--- src/rtl/hazard_ctrl_pkg.sv ---
// hazard_ctrl_pkg -- shared types and constants for the pipeline hazard unit.
//   REG_W          : register-index width (5 for a 32-entry register file)
//   FLUSH_LEN_DEF  : default count of extra IF/ID squash cycles after a redirect
//   MD_TIMEOUT_DEF : default mul/div wait limit before abort
//   state_t        : hazard FSM encoding (RUN / FLUSH / MD_WAIT)
//   sat_inc        : saturating increment for the stall counter
package hazard_ctrl_pkg;

    localparam int REG_W          = 5;
    localparam int FLUSH_LEN_DEF  = 1;
    localparam int MD_TIMEOUT_DEF = 64;
    localparam int STALL_W        = 16;

    typedef enum logic [1:0] {
        ST_RUN     = 2'd0,
        ST_FLUSH   = 2'd1,
        ST_MD_WAIT = 2'd2
    } state_t;

    function automatic logic [STALL_W-1:0] sat_inc(input logic [STALL_W-1:0] v);
        return (v == '1) ? v : v + 16'd1;
    endfunction

endpackage

--- src/rtl/hazard_ctrl_if.sv ---
// hazard_ctrl_if -- bundle between the pipeline datapath and the hazard unit.
//   master : pipeline side; drives ID/EX status, observes control strobes
//   slave  : hazard unit; reads status, drives control strobes and status
// There is no valid/ready pairing here: every status input is a level that
// describes the current cycle, and every control output is a level that
// applies to the same cycle (purely combinational, no handshake latency).
interface hazard_ctrl_if;
    import hazard_ctrl_pkg::*;

    // pipeline -> hazard unit
    logic [REG_W-1:0] id_rs1;
    logic [REG_W-1:0] id_rs2;
    logic             id_uses_rs1;
    logic             id_uses_rs2;
    logic [REG_W-1:0] ex_rd;
    logic             ex_mem_read;
    logic             ex_branch_taken;
    logic             ex_md_start;
    logic             md_done;

    // hazard unit -> pipeline
    logic             pc_write;
    logic             if_id_locker;
    logic             if_id_flush;
    logic             id_ex_bubble;
    logic             ex_hold;
    logic             md_timeout;
    logic [15:0]      stall_count;
    state_t           fsm_state;   // debug visibility of the FSM

    modport master (
        output id_rs1, id_rs2, id_uses_rs1, id_uses_rs2, ex_rd, ex_mem_read,
               ex_branch_taken, ex_md_start, md_done,
        input  pc_write, if_id_locker, if_id_flush, id_ex_bubble, ex_hold,
               md_timeout, stall_count, fsm_state
    );

    modport slave (
        input  id_rs1, id_rs2, id_uses_rs1, id_uses_rs2, ex_rd, ex_mem_read,
               ex_branch_taken, ex_md_start, md_done,
        output pc_write, if_id_locker, if_id_flush, id_ex_bubble, ex_hold,
               md_timeout, stall_count, fsm_state
    );

endinterface

--- src/rtl/hazard_ctrl_lu_detect.sv ---
// lu_detect -- combinational load-use hazard comparator.
//   ex_mem_read, ex_rd         : the EX instruction is a load writing ex_rd
//   id_rs1/2, id_uses_rs1/2    : sources the ID instruction really reads
//   lu_hazard                  : ID needs a value the EX load has not produced
// x0 is hardwired to zero, so a load targeting x0 never creates a hazard.
module lu_detect
    import hazard_ctrl_pkg::*;
(
    input  logic             ex_mem_read,
    input  logic [REG_W-1:0] ex_rd,
    input  logic [REG_W-1:0] id_rs1,
    input  logic [REG_W-1:0] id_rs2,
    input  logic             id_uses_rs1,
    input  logic             id_uses_rs2,
    output logic             lu_hazard
);

    assign lu_hazard = ex_mem_read && (ex_rd != '0) &&
                       ((id_uses_rs1 && (id_rs1 == ex_rd)) ||
                        (id_uses_rs2 && (id_rs2 == ex_rd)));

endmodule

--- src/rtl/hazard_ctrl.sv ---
// hazard_ctrl -- stall / flush / multi-cycle hold controller for a 5-stage pipe.
//   clk, reset : single clock, synchronous active-high reset
//   bus        : hazard_ctrl_if.slave (ID/EX status in, control strobes out,
//                sticky md_timeout, saturating stall_count, fsm_state debug)
// Parameters:
//   FLUSH_LEN  : extra IF/ID squash cycles after a taken branch (1..3)
//   MD_TIMEOUT : MD_WAIT cycles allowed before aborting the mul/div (2..255)
// All control strobes are combinational from state and inputs.
module hazard_ctrl
    import hazard_ctrl_pkg::*;
#(
    parameter int FLUSH_LEN  = FLUSH_LEN_DEF,
    parameter int MD_TIMEOUT = MD_TIMEOUT_DEF
)(
    input  logic         clk,
    input  logic         reset,
    hazard_ctrl_if.slave bus
);

    state_t       state, state_nxt;
    logic [1:0]   flush_cnt, flush_cnt_nxt;
    logic [7:0]   wait_cnt, wait_cnt_nxt;
    logic         md_timeout_r;
    logic         timeout_hit;
    logic [15:0]  stall_count_r;
    logic         lu_hazard;

    logic         pc_write, if_id_locker, if_id_flush, id_ex_bubble, ex_hold;

    lu_detect u_lu_detect (
        .ex_mem_read (bus.ex_mem_read),
        .ex_rd       (bus.ex_rd),
        .id_rs1      (bus.id_rs1),
        .id_rs2      (bus.id_rs2),
        .id_uses_rs1 (bus.id_uses_rs1),
        .id_uses_rs2 (bus.id_uses_rs2),
        .lu_hazard   (lu_hazard)
    );

    always_comb begin
        state_nxt     = state;
        flush_cnt_nxt = flush_cnt;
        wait_cnt_nxt  = wait_cnt;
        timeout_hit   = 1'b0;
        pc_write      = 1'b1;
        if_id_locker  = 1'b1;
        if_id_flush   = 1'b0;
        id_ex_bubble  = 1'b0;
        ex_hold       = 1'b0;

        case (state)
            ST_RUN: begin
                if (bus.ex_branch_taken) begin
                    // Redirect wins: PC takes the target, wrong-path ID/IF squashed.
                    if_id_flush   = 1'b1;
                    id_ex_bubble  = 1'b1;
                    state_nxt     = ST_FLUSH;
                    flush_cnt_nxt = 2'(FLUSH_LEN);
                end else if (bus.ex_md_start) begin
                    pc_write      = 1'b0;
                    if_id_locker  = 1'b0;
                    ex_hold       = 1'b1;
                    state_nxt     = ST_MD_WAIT;
                    wait_cnt_nxt  = '0;
                end else if (lu_hazard) begin
                    // One-cycle stall; the load result is forwardable next cycle.
                    pc_write      = 1'b0;
                    if_id_locker  = 1'b0;
                    id_ex_bubble  = 1'b1;
                end
            end

            ST_FLUSH: begin
                if_id_flush  = 1'b1;
                id_ex_bubble = 1'b1;
                if (flush_cnt <= 2'd1) begin
                    state_nxt     = ST_RUN;
                    flush_cnt_nxt = '0;
                end else begin
                    flush_cnt_nxt = flush_cnt - 2'd1;
                end
            end

            ST_MD_WAIT: begin
                // md_done is checked first so a completion on the last allowed
                // cycle is never reported as a timeout.
                if (bus.md_done) begin
                    state_nxt    = ST_RUN;
                    wait_cnt_nxt = '0;
                end else if (wait_cnt == 8'(MD_TIMEOUT - 1)) begin
                    // Abort: release EX and let the pipe run again.
                    timeout_hit  = 1'b1;
                    state_nxt    = ST_RUN;
                    wait_cnt_nxt = '0;
                end else begin
                    pc_write     = 1'b0;
                    if_id_locker = 1'b0;
                    ex_hold      = 1'b1;
                    wait_cnt_nxt = wait_cnt + 8'd1;
                end
            end

            default: begin
                state_nxt = ST_RUN;
            end
        endcase

        // During reset the pipe is kept flowing with NOPs injected everywhere.
        if (reset) begin
            pc_write     = 1'b1;
            if_id_locker = 1'b1;
            if_id_flush  = 1'b1;
            id_ex_bubble = 1'b1;
            ex_hold      = 1'b0;
        end
    end

    always_ff @(posedge clk) begin
        if (reset) begin
            state         <= ST_RUN;
            flush_cnt     <= '0;
            wait_cnt      <= '0;
            md_timeout_r  <= 1'b0;
            stall_count_r <= '0;
        end else begin
            state     <= state_nxt;
            flush_cnt <= flush_cnt_nxt;
            wait_cnt  <= wait_cnt_nxt;
            if (timeout_hit) begin
                md_timeout_r <= 1'b1;
            end
            if (!pc_write) begin
                stall_count_r <= sat_inc(stall_count_r);
            end
        end
    end

    assign bus.pc_write     = pc_write;
    assign bus.if_id_locker = if_id_locker;
    assign bus.if_id_flush  = if_id_flush;
    assign bus.id_ex_bubble = id_ex_bubble;
    assign bus.ex_hold      = ex_hold;
    assign bus.md_timeout   = md_timeout_r;
    assign bus.stall_count  = stall_count_r;
    assign bus.fsm_state    = state;

endmodule

--- src/flat_wrapper.sv ---
// flat-port wrapper written by rule: the top's interface ports become plain ports
module hazard_ctrl_flat import hazard_ctrl_pkg::*;
#(
    parameter int FLUSH_LEN  = FLUSH_LEN_DEF,
    parameter int MD_TIMEOUT = MD_TIMEOUT_DEF
)
  (clk, reset, bus_id_rs1, bus_id_rs2, bus_id_uses_rs1, bus_id_uses_rs2, bus_ex_rd, bus_ex_mem_read, bus_ex_branch_taken, bus_ex_md_start, bus_md_done, bus_pc_write, bus_if_id_locker, bus_if_id_flush, bus_id_ex_bubble, bus_ex_hold, bus_md_timeout, bus_stall_count, bus_fsm_state);
  hazard_ctrl_if bus_i ();
  input  logic clk;
  input  logic reset;
  input wire logic [$bits(bus_i.id_rs1)-1:0] bus_id_rs1;
  input wire logic [$bits(bus_i.id_rs2)-1:0] bus_id_rs2;
  input wire logic [$bits(bus_i.id_uses_rs1)-1:0] bus_id_uses_rs1;
  input wire logic [$bits(bus_i.id_uses_rs2)-1:0] bus_id_uses_rs2;
  input wire logic [$bits(bus_i.ex_rd)-1:0] bus_ex_rd;
  input wire logic [$bits(bus_i.ex_mem_read)-1:0] bus_ex_mem_read;
  input wire logic [$bits(bus_i.ex_branch_taken)-1:0] bus_ex_branch_taken;
  input wire logic [$bits(bus_i.ex_md_start)-1:0] bus_ex_md_start;
  input wire logic [$bits(bus_i.md_done)-1:0] bus_md_done;
  output wire logic [$bits(bus_i.pc_write)-1:0] bus_pc_write;
  output wire logic [$bits(bus_i.if_id_locker)-1:0] bus_if_id_locker;
  output wire logic [$bits(bus_i.if_id_flush)-1:0] bus_if_id_flush;
  output wire logic [$bits(bus_i.id_ex_bubble)-1:0] bus_id_ex_bubble;
  output wire logic [$bits(bus_i.ex_hold)-1:0] bus_ex_hold;
  output wire logic [$bits(bus_i.md_timeout)-1:0] bus_md_timeout;
  output wire logic [$bits(bus_i.stall_count)-1:0] bus_stall_count;
  output wire logic [$bits(bus_i.fsm_state)-1:0] bus_fsm_state;
  assign bus_i.id_rs1 = bus_id_rs1;
  assign bus_i.id_rs2 = bus_id_rs2;
  assign bus_i.id_uses_rs1 = bus_id_uses_rs1;
  assign bus_i.id_uses_rs2 = bus_id_uses_rs2;
  assign bus_i.ex_rd = bus_ex_rd;
  assign bus_i.ex_mem_read = bus_ex_mem_read;
  assign bus_i.ex_branch_taken = bus_ex_branch_taken;
  assign bus_i.ex_md_start = bus_ex_md_start;
  assign bus_i.md_done = bus_md_done;
  assign bus_pc_write = bus_i.pc_write;
  assign bus_if_id_locker = bus_i.if_id_locker;
  assign bus_if_id_flush = bus_i.if_id_flush;
  assign bus_id_ex_bubble = bus_i.id_ex_bubble;
  assign bus_ex_hold = bus_i.ex_hold;
  assign bus_md_timeout = bus_i.md_timeout;
  assign bus_stall_count = bus_i.stall_count;
  assign bus_fsm_state = bus_i.fsm_state;
  hazard_ctrl #(.FLUSH_LEN(FLUSH_LEN), .MD_TIMEOUT(MD_TIMEOUT)) u_core (.clk(clk), .reset(reset), .bus(bus_i));
endmodule
--- config.mk ---
export PLATFORM = sky130hd
export DESIGN_NAME = hazard_ctrl_flat
export DESIGN_NICKNAME = d
export VERILOG_FILES = /design/src/rtl/hazard_ctrl_pkg.sv /design/src/rtl/hazard_ctrl_if.sv /design/src/rtl/hazard_ctrl_lu_detect.sv /design/src/rtl/hazard_ctrl.sv /design/src/flat_wrapper.sv
export SDC_FILE = /design/constraint.sdc
export NUM_CORES = 1
export LEC_CHECK = 0
export ABC_AREA = 1
export BUFFER_PORTS_ARGS = -buffer_cell sky130_fd_sc_hd__clkbuf_2
export CORE_MARGIN = 4
export CORE_UTILIZATION = 50
export CTS_BUF_LIST = sky130_fd_sc_hd__clkbuf_16
export DETAILED_ROUTE_END_ITERATION = 12
export PLACE_DENSITY_LB_ADDON = 0.1
export SLEW_MARGIN = 20
export SYNTH_ARGS = -nofsm -noshare
export SYNTH_HDL_FRONTEND = slang
export SYNTH_SLANG_ARGS = --single-unit
--- constraint.sdc ---
create_clock -name clk -period 2.4 [get_ports clk]
set_input_delay 0.36 -clock clk [delete_from_list [all_inputs] [get_ports clk]]
set_output_delay 0.36 -clock clk [all_outputs]
set_load 0.005 [all_outputs]
==> impl_metrics.tcl <==
set metrics [dict create \
    ys_ff_latch 29 \
    syn-num-nets 319 \
    crit_type "reg -> out" \
    multiInputGateArea_um2 1150 \
    seqCellArea_um2 581 \
    netlist_area_um2 1930 \
    min_period_over_period_pct 89.6 \
    power_leakage_nw 1.06 \
    yosysSeqAreaShare_pct 30.1 \
    antenna_found_initial 0 \
    critPathBufInv 2 \
    ys_top_cells_by_area "dfxtp_1 30%, nand2_1 17%, inv_1 7.6%" \
    critPathLaunchType "flop" \
    grt.overflow.total 0 \
    grt_use_total_pct 18.7 \
    numCtsBuffers 5 \
    worstHoldPathType "in -> reg" \
    place_ws_ns 0.533 \
    whs_ns 0.365 \
    vdd_drop_max_mv 0.333 \
    yosysUniqueCellTypes 30 \
    yosys.cell_count.top_type "nand2_1" \
    drt_first_pass_iters 4 \
    synth.avg_cell_area_um2 6.56 \
    clock_sinks 29 \
    p_per_area_nw_per_um2 520 \
    crit_start "u_core.wait_cnt[0]" \
    slew_viol_final 0 \
    area_growth_pct 21.2 \
    routed_via_density 4.99 \
    drt_iter0_drc 147 \
    drv_cap 0 \
    skew_ns 0.00406 \
    path_clk_slew_ns 0.05 \
    worstPathArrival_ns 1.79 \
    tightest_slew_ns 0.396 \
    fin_nets 368 \
    async_flop_share_pct 0 \
    routed_wirelength_um 4460 \
    cpPeakStageDelay_ns 0.33 \
    via_count 1958 \
    root_buffer "clkbuf_16" \
    die_h_um 70.1 \
    crit_family "simple AND/OR/NAND/NOR gates" \
    die_area_um2 4910 \
    synth_top_area_share_pct 30.1 \
    cp.required_ns 2.04 \
    status "complete, no violations" \
    die_w_um 70.1 \
    start_util_pct 52.3 \
    yosysWarnings 0 \
    drive_gt1_share_pct 21.5 \
    slew_headroom_pct 73.5 \
    synthFlopType "dfxtp_1" \
    cts.path.max_buffers 2 \
    num_rows 22 \
    r2r_cells 10 \
    num_io_pins 47 \
    synth_cells 294 \
    finalHoldViolCount 0 \
    cts_resized 0 \
    place_inst 384 \
    insertion_delay_ns 0.27 \
    cp-end-kind "output port" \
    grt_pass1_wl_um 7610 \
    path_depth 8 \
    netlist.top_cell.by_area "dfxtp_1" \
    drc 0 \
    rsz0062_at_grt "false" \
    routedWlPerCell_um 11.4 \
    fillers 365 \
    setup_viol 0 \
    final_util_pct 63.3 \
    setup_slack_ns 0.250 \
    min_path_cells 3 \
    crit_path_frequent_cell "nand2_1" \
    critical_path.max_fanout 11 \
    cts_tree "built" \
    fin_setup_tns_ns 0 \
    min_period_ns 2.15 \
    crit_chain "ha_1 > inv_1 > nor2_1 > nand4_1 > nand2_1 > a21oi_4 > nand2_1 > clkbuf_2" \
    io_buffers 46 \
    gp_congestion 0.887 \
    dp_hpwl_um 3450 \
    htree_levels 2 \
    grt_start_max_net_pins 22 \
    holdBufCountCts 0 \
    r2r-start "u_core.bus.stall_count[0]" \
    post_cts.repair.setup_buffers 0 \
    num_antenna_cells 0 \
    fmax_mhz 465 \
    final_cells 392 \
    hp-start "bus_ex_md_start" \
    synthTopCellsByCount "88 x nand2_1, 39 x inv_1, 31 x nor2_1" \
    synth_edf_count 0 \
    cp_slowest_cell "dfxtp_1" \
    coreArea_um2 3690 \
    first_global_vias 1757 \
    ant_nets 0 \
]
==> logic make-up after synthesis <==
family | synth area share [%]
simple gates | 41.3
buf+inv | 10.2
compound gates | 11.2
flops | 30.1
xor+xnor | 5.91
fa+ha+maj | 1.30
==> routing by layer <==
metal / routed length [µm] / global-route usage, % / vias to the layer above
met5: 0 / 0 / -
met4: 30 / 4.47 / 0
met3: 258 / 4.89 / 4
met2: 2000 / 29.0 / 45
met1: 2180 / 26.0 / 870
li1: - / - / 1039
==> cell type report <==
type	count	share of cell area, %
clock buffers	5	5.36
flip-flops and latches	29	24.9
well taps	48	2.57
inverters	41	6.59
repair buffers	49	10.8
clock inverters	3	0.536
multi-input cells	217	49.3
==> where the power goes <==
group          switching [W]  internal [W]  leakage [nW]
clock               0.000194      0.000373        0.0687
combinational      0.0000931     0.0000567         0.753
sequential        0.00000708      0.000490         0.234
total               0.000294      0.000920          1.06
==> stage by stage <==
stage,power (W),instance area (µm²)
detailed placement,0.000657,2200
floorplan,0.000606,1930
global placement,0.000657,2200
CTS,0.00123,2340
global route,0.00127,2340
finish,0.00121,2340
==> cell usage in the layout (no fill, tap or decap) <==
cell type	n
a21oi_1	14
a21oi_2	6
a21oi_4	2
a31oi_1	1
buf_4	3
clkbuf_16	5
clkbuf_2	46
clkinv_1	2
clkinv_2	1
dfxtp_1	29
ha_1	2
inv_1	39
inv_2	2
nand2_1	88
nand2_2	2
nand3_1	13
nand3_2	1
nand3_4	2
nand4_1	19
nor2_1	31
nor2_4	2
nor3_1	7
nor3_4	1
nor3b_1	2
nor3b_2	1
o21a_1	2
o21ai_0	5
o21bai_1	2
or2_1	1
xnor2_1	5
xor2_1	8
==> path summary, 6_finish.rpt <==
path / to / slack [ns]
max reg2reg: u_core.bus.stall_count[0] / 0.55
min: u_core.bus.fsm_state[1] / 0.36
min reg2reg: u_core.flush_cnt[1] / 0.47
max: bus_if_id_locker / 0.25
==> registers in the layout, indices dropped and copies added, names as in the netlist <==
register and flops:
u_core.bus.fsm_state 2, u_core.bus.stall_count 16, u_core.bus.md_timeout 1, u_core.wait_cnt 8
u_core.flush_cnt 2
==> worst min-delay path, cell delays in order <==
cell      delay, ns
clkbuf_2       0.09
nand2_1        0.07
a21oi_1        0.06
No activity file was read; power rests on OpenSTA's default activity.
